**src/rtl/serial_sub_ctrl.sv**
```systemverilog
// serial_sub_ctrl
//   Bit-serial subtractor controller. A single 1-bit full-subtractor cell is
//   stepped across the operands LSB first. The borrow between bits is kept
//   in a flop. One operation takes WIDTH RUN cycles plus a one-cycle DONE.
//
//   Optional feature macro: SERIAL_SUB_OVERFLOW_EN
//     defined   -> out_overflow reports signed overflow of the subtraction
//     undefined -> out_overflow is tied low and no overflow logic exists
//
// Ports
//   in_clk        : clock, rising edge active
//   in_rst        : synchronous active-high reset
//   in_start      : start request, only looked at while out_ready is high
//   in_a, in_b    : minuend / subtrahend, captured on the accepting edge
//   in_borrow     : borrow into bit 0, captured on the accepting edge
//   out_ready     : high in IDLE
//   out_busy      : high in RUN
//   out_done      : one-cycle completion pulse
//   out_sub       : registered a - b - borrow_in (mod 2^WIDTH)
//   out_borrow    : registered borrow out of the MSB
//   out_overflow  : registered signed-overflow flag
module serial_sub_ctrl #(
  parameter int WIDTH = 8
) (
  input  logic             in_clk,
  input  logic             in_rst,
  input  logic             in_start,
  input  logic [WIDTH-1:0] in_a,
  input  logic [WIDTH-1:0] in_b,
  input  logic             in_borrow,
  output logic             out_ready,
  output logic             out_busy,
  output logic             out_done,
  output logic [WIDTH-1:0] out_sub,
  output logic             out_borrow,
  output logic             out_overflow
);

  localparam int CNT_W = $clog2(WIDTH);

  typedef enum logic [1:0] {
    ST_IDLE = 2'd0,
    ST_RUN  = 2'd1,
    ST_DONE = 2'd2
  } state_t;

  state_t             state_q, state_d;
  logic [CNT_W-1:0]   cnt_q, cnt_d;
  logic [WIDTH-1:0]   a_q, a_d;
  logic [WIDTH-1:0]   b_q, b_d;
  logic [WIDTH-1:0]   diff_q, diff_d;
  logic               bor_q, bor_d;
  logic [WIDTH-1:0]   sub_q, sub_d;
  logic               obor_q, obor_d;
  logic               done_q, done_d;

  logic               cell_a, cell_b, cell_diff, cell_bout;
  logic               last_bit;

  // Full-subtractor cell working on the current LSB of the shift registers.
  assign cell_a    = a_q[0];
  assign cell_b    = b_q[0];
  assign cell_diff = cell_a ^ cell_b ^ bor_q;
  assign cell_bout = (~cell_a & cell_b) | (~(cell_a ^ cell_b) & bor_q);

  // The counter stops at WIDTH-1 instead of incrementing past it, so it
  // never wraps while RUN is active even when WIDTH is a power of two.
  assign last_bit  = (cnt_q == CNT_W'(WIDTH - 1));

  always_comb begin
    state_d = state_q;
    cnt_d   = cnt_q;
    a_d     = a_q;
    b_d     = b_q;
    diff_d  = diff_q;
    bor_d   = bor_q;
    sub_d   = sub_q;
    obor_d  = obor_q;
    done_d  = 1'b0;

    unique case (state_q)
      ST_IDLE: begin
        if (in_start) begin
          a_d     = in_a;
          b_d     = in_b;
          bor_d   = in_borrow;
          cnt_d   = '0;
          diff_d  = '0;
          state_d = ST_RUN;
        end
      end
      ST_RUN: begin
        a_d    = a_q >> 1;
        b_d    = b_q >> 1;
        bor_d  = cell_bout;
        // New difference bit enters at the MSB; after WIDTH shifts bit 0
        // of the result sits at diff[0].
        diff_d = (diff_q >> 1) | (WIDTH'(cell_diff) << (WIDTH - 1));
        if (last_bit) begin
          sub_d   = diff_d;
          obor_d  = cell_bout;
          done_d  = 1'b1;
          state_d = ST_DONE;
        end else begin
          cnt_d = cnt_q + 1'b1;
        end
      end
      ST_DONE: begin
        state_d = ST_IDLE;
      end
      default: begin
        state_d = ST_IDLE;
      end
    endcase
  end

  always_ff @(posedge in_clk) begin
    if (in_rst) begin
      state_q <= ST_IDLE;
      cnt_q   <= '0;
      a_q     <= '0;
      b_q     <= '0;
      diff_q  <= '0;
      bor_q   <= 1'b0;
      sub_q   <= '0;
      obor_q  <= 1'b0;
      done_q  <= 1'b0;
    end else begin
      state_q <= state_d;
      cnt_q   <= cnt_d;
      a_q     <= a_d;
      b_q     <= b_d;
      diff_q  <= diff_d;
      bor_q   <= bor_d;
      sub_q   <= sub_d;
      obor_q  <= obor_d;
      done_q  <= done_d;
    end
  end

`ifdef SERIAL_SUB_OVERFLOW_EN
  logic ovf_q, ovf_d;

  // On the last bit the cell sees the captured operand MSBs directly, and
  // cell_diff is the result MSB, so no extra copies of the operands are kept.
  always_comb begin
    ovf_d = ovf_q;
    if (state_q == ST_RUN && last_bit) begin
      ovf_d = (cell_a != cell_b) && (cell_diff != cell_a);
    end
  end

  always_ff @(posedge in_clk) begin
    if (in_rst) begin
      ovf_q <= 1'b0;
    end else begin
      ovf_q <= ovf_d;
    end
  end

  assign out_overflow = ovf_q;
`else
  assign out_overflow = 1'b0;
`endif

  assign out_ready  = (state_q == ST_IDLE);
  assign out_busy   = (state_q == ST_RUN);
  assign out_done   = done_q;
  assign out_sub    = sub_q;
  assign out_borrow = obor_q;

endmodule

```
**config.mk**
```make
export PLATFORM = sky130hd
export DESIGN_NAME = serial_sub_ctrl
export DESIGN_NICKNAME = d
export VERILOG_FILES = /design/src/rtl/serial_sub_ctrl.sv
export SDC_FILE = /design/constraint.sdc
export NUM_CORES = 1
export LEC_CHECK = 0
export ABC_AREA = 1
export CAP_MARGIN = 20
export CORE_MARGIN = 1
export CORE_UTILIZATION = 41
export CTS_BUF_LIST = sky130_fd_sc_hd__clkbuf_4 sky130_fd_sc_hd__clkbuf_8 sky130_fd_sc_hd__clkbuf_16
export CTS_CLUSTER_DIAMETER = 200
export DETAILED_ROUTE_END_ITERATION = 8
export GPL_TIMING_DRIVEN = 0
export PLACE_DENSITY = 0.67
export SETUP_SLACK_MARGIN = 0.02
export SLEW_MARGIN = 10
export SYNTH_ARGS = -nofsm -noshare
export SYNTH_HDL_FRONTEND = slang
export SYNTH_SLANG_ARGS = --single-unit
export TNS_END_PERCENT = 10
```
**constraint.sdc**
```tcl
create_clock -name in_clk -period 1.1 [get_ports in_clk]
set_input_delay 0.11 -clock in_clk [delete_from_list [all_inputs] [get_ports in_clk]]
set_output_delay 0.11 -clock in_clk [all_outputs]
set_load 0.02 [all_outputs]
```
==> results of run 1 <==
==> critical path, stage by stage, from the launching register on <==
cell and delay [ns]:
dfxtp_4 0.39, inv_4 0.05, nor2_4 0.13, buf_6 0.12, buf_6 0.11
==> sequential cells by signal (all words and copies together) (netlist names) <==
name        flops
out_done        1
state_q         2
a_q             8
b_q             8
bor_q           1
cnt_q           3
out_borrow      1
diff_q          7
out_sub         8
==> power by group <==
group          internal, mW  switching [mW]  total (mW)
Clock                 0.734           0.503        1.24
Combinational         0.178           0.207       0.385
Sequential             1.46          0.0345        1.50
Total                  2.37           0.744        3.12
==> final timing paths <==
| path | cells past startpoint | end | slack [ns] | startpoint |
|---|---|---|---|---|
| setup / recovery | 4 | out_busy | -0.11 | state_q[0]$_SDFFE_PP0P_ |
| hold / removal | 2 | diff_q[2]$_SDFFE_PP0P_ | 0.10 | in_rst |
| setup reg to reg | 7 | state_q[1]$_SDFFE_PP0P_ | -0.09 | cnt_q[0]$_SDFFE_PP0P_ |
| hold reg to reg | 2 | out_sub[6]$_SDFFE_PP0P_ | 0.47 | diff_q[7]$_SDFFE_PP0P_ |
==> kinds of logic after synthesis <==
family,Yosys count,synth area share (%)
simple gates,142,36.3
flops,39,46.7
buf+inv,36,9.51
compound gates,15,4.49
fa+ha+maj,3,2.70
other cells,1,0.225
==> per-layer routing <==
layer  up-vias  share of wire [%]  wire (um)
met5         -                  0          0
met3         8                3.2        123
li1        818                  -          -
met1       690                 51       1980
met4         0                1.7         64
met2        22                 44       1690
==> Yosys cell counts, drive strengths merged <==
| master | instances | area [sq um] |
|---|---|---|
| conb | 1 | 3.75 |
| a21oi | 10 | 50.1 |
| nand2 | 70 | 270 |
| nand3 | 42 | 210 |
| o21ai | 5 | 25.0 |
| dfxtp | 39 | 781 |
| ha | 2 | 25.0 |
| fa | 1 | 20.0 |
| inv | 25 | 93.8 |
| nor3 | 1 | 5.00 |
| buf | 11 | 65.1 |
| nor2 | 29 | 121 |
==> through the flow <==
| stage | util, % | instance area [sq um] | power [mW] | hold slack [ns] | TNS, ns |
|---|---|---|---|---|---|
| after floorplan | - | 1710 | 1.74 | 0.253 | 0 |
| after global placement | 54.5 | 2060 | 1.87 | 0.396 | -3.04 |
| after detailed placement | 54.5 | 2060 | 1.87 | 0.396 | -3.26 |
| after CTS | 58.9 | 2220 | 3.13 | 0.0814 | -1.10 |
| after global routing | 59.6 | 2250 | 3.26 | 0.127 | -3.87 |
| final | 59.6 | 2250 | 3.12 | 0.102 | -1.36 |
==> final cells by class <==
cell class              instances  area share, %
multi-input cells             161           35.4
flip-flops and latches         39           35.3
repair buffers                 34           13.7
inverters                      25           4.40
clock buffers                   6           3.67
plain buffers                  11           3.23
well taps                      48           2.67
clock inverters                 2           1.56
==> repair_timing <==
| action | CTS | global route |
|---|---|---|
| hold buffers | 0 | 0 |
| gates resized for setup | 34 | 24 |
| endpoints found under the setup margin | 49 | 49 |
| pin swaps | 4 | 1 |
| buffers inserted | 4 | 1 |
==> impl_metrics.csv, run 1 <==
group,metric,value,unit
timing,fin_crit,1.21,ns
setup_path,cp.arrival,1.10,ns
floorplanning,die_x,65.8,um
floorplanning,dieHeight,65.8,um
timing,setup_viol,29,
floorplanning,die_area,0.00433,sq mm
detailed_routing,first_iter_violations,79,
setup_path,crit_fanout,4,
timing,setup_slack,-0.105,ns
detailed_routing,ant_nets,0,
timing,maxSlewHeadroom,63.7,%
detailed_routing,dr.pass1.iters,4,
synth,seq_area_frac_synth,46.7,%
power_and_ir_drop,peakVddDrop,0.805,mV
detailed_routing,num_vias,1538,
detailed_routing,wirelength,3.86,mm
synth,synth_seq_cells,39,
status,violations,"setup timing",
final_layout,regArea,793,sq um
grt,grt-ovfl-total,0,
cts,clock_sinks,39,
final_layout,final_common_cell,"nand2_1",
synth,syn_inst,236,
final_layout,multi_input_area,797,sq um
timing,slew_viol_final,0,
min_path,hp-class,"in2reg",
final_layout,nFillCells,348,
synth,postSynthAreaPerCell,7.08,sq um
timing,rsz0062_at_grt,"yes",
cts,clk_latency,0.29,ns
timing,fin_crit_sh,110,%
final_layout,drive_above_1_share,20.5,%
cts,cts_buffers,5,
setup_path,cp.required,0.99,ns
final_layout,nets,300,
final_layout,mostFrequentLayoutCells,"65 x nand2_1, 41 x nand3_1, 33 x dfxtp_1, 25 x nor2_1, 18 x inv_1",
setup_path,end_kind,"output port",
placement,placement.io_buffers,29,
placement,dpl.cell_count,313,
floorplanning,rows,22,
final_layout,final_cells,326,
cts,root_buffer,"clkbuf_8",
final_layout,diodes,0,
status,outcome,"finished with violations",
floorplanning,io_pins,33,
grt,grt_util_met3,4.14,%
flow_run,drv_cap,0,
detailed_routing,routedWlPerCell,11.8,um
synth,synth_nets,259,
final_layout,areaGrowthSynthToFinish,34.6,%
setup_path,crit_type,"reg2out",
grt,met1_usage,27.0,%
floorplanning,core-area,0.00377,sq mm
synth,synth_cell_types,19,
timing,fmax,830,MHz
grt,met2_usage,31.9,%
grt,antenna_found_initial,0,
grt,grt_usage,20.3,%
placement,dpl.hpwl,2.62,mm
cts,tritoncts,"yes",
power_and_ir_drop,power.leakage,1.03,nW
cts,cts_max_level,2,
detailed_routing,post_drt_via_cell_ratio,4.72,
timing,skew,0.00410,ns
power_and_ir_drop,p_per_area,1390,mW/mm^2
grt,grt_pass1_vias,1499,
timing,hold_viol_final,0,
grt,grt.busiest_layer,"met2",
setup_path,startpoint_type,"flop",
timing,tightest_slew,0.544,ns
placement,gp_congestion,0.753,
grt,grt_first_pass_wirelength,6.70,mm
grt,grt_max_degree,13,
floorplanning,initial_core_util,44.3,%
detailed_routing,drc,0,
synth,netlist_area,0.00167,sq mm
cts,clkTransAtPathRegs,0.07,ns
placement,post-place-ws,-0.452,ns
cts,clockBufferDepth,2,
synth,yosysWarnings,0,
Power figures use the tool's default switching activity.
==> run 2, diff against run 1 <==
CTS_BUF_LIST = sky130_fd_sc_hd__clkbuf_8   (was sky130_fd_sc_hd__clkbuf_4 sky130_fd_sc_hd__clkbuf_8 sky130_fd_sc_hd__clkbuf_16)
==> results of run 2 <==
Same layout as run 1: the final DEF is identical, and so are final timing and power.
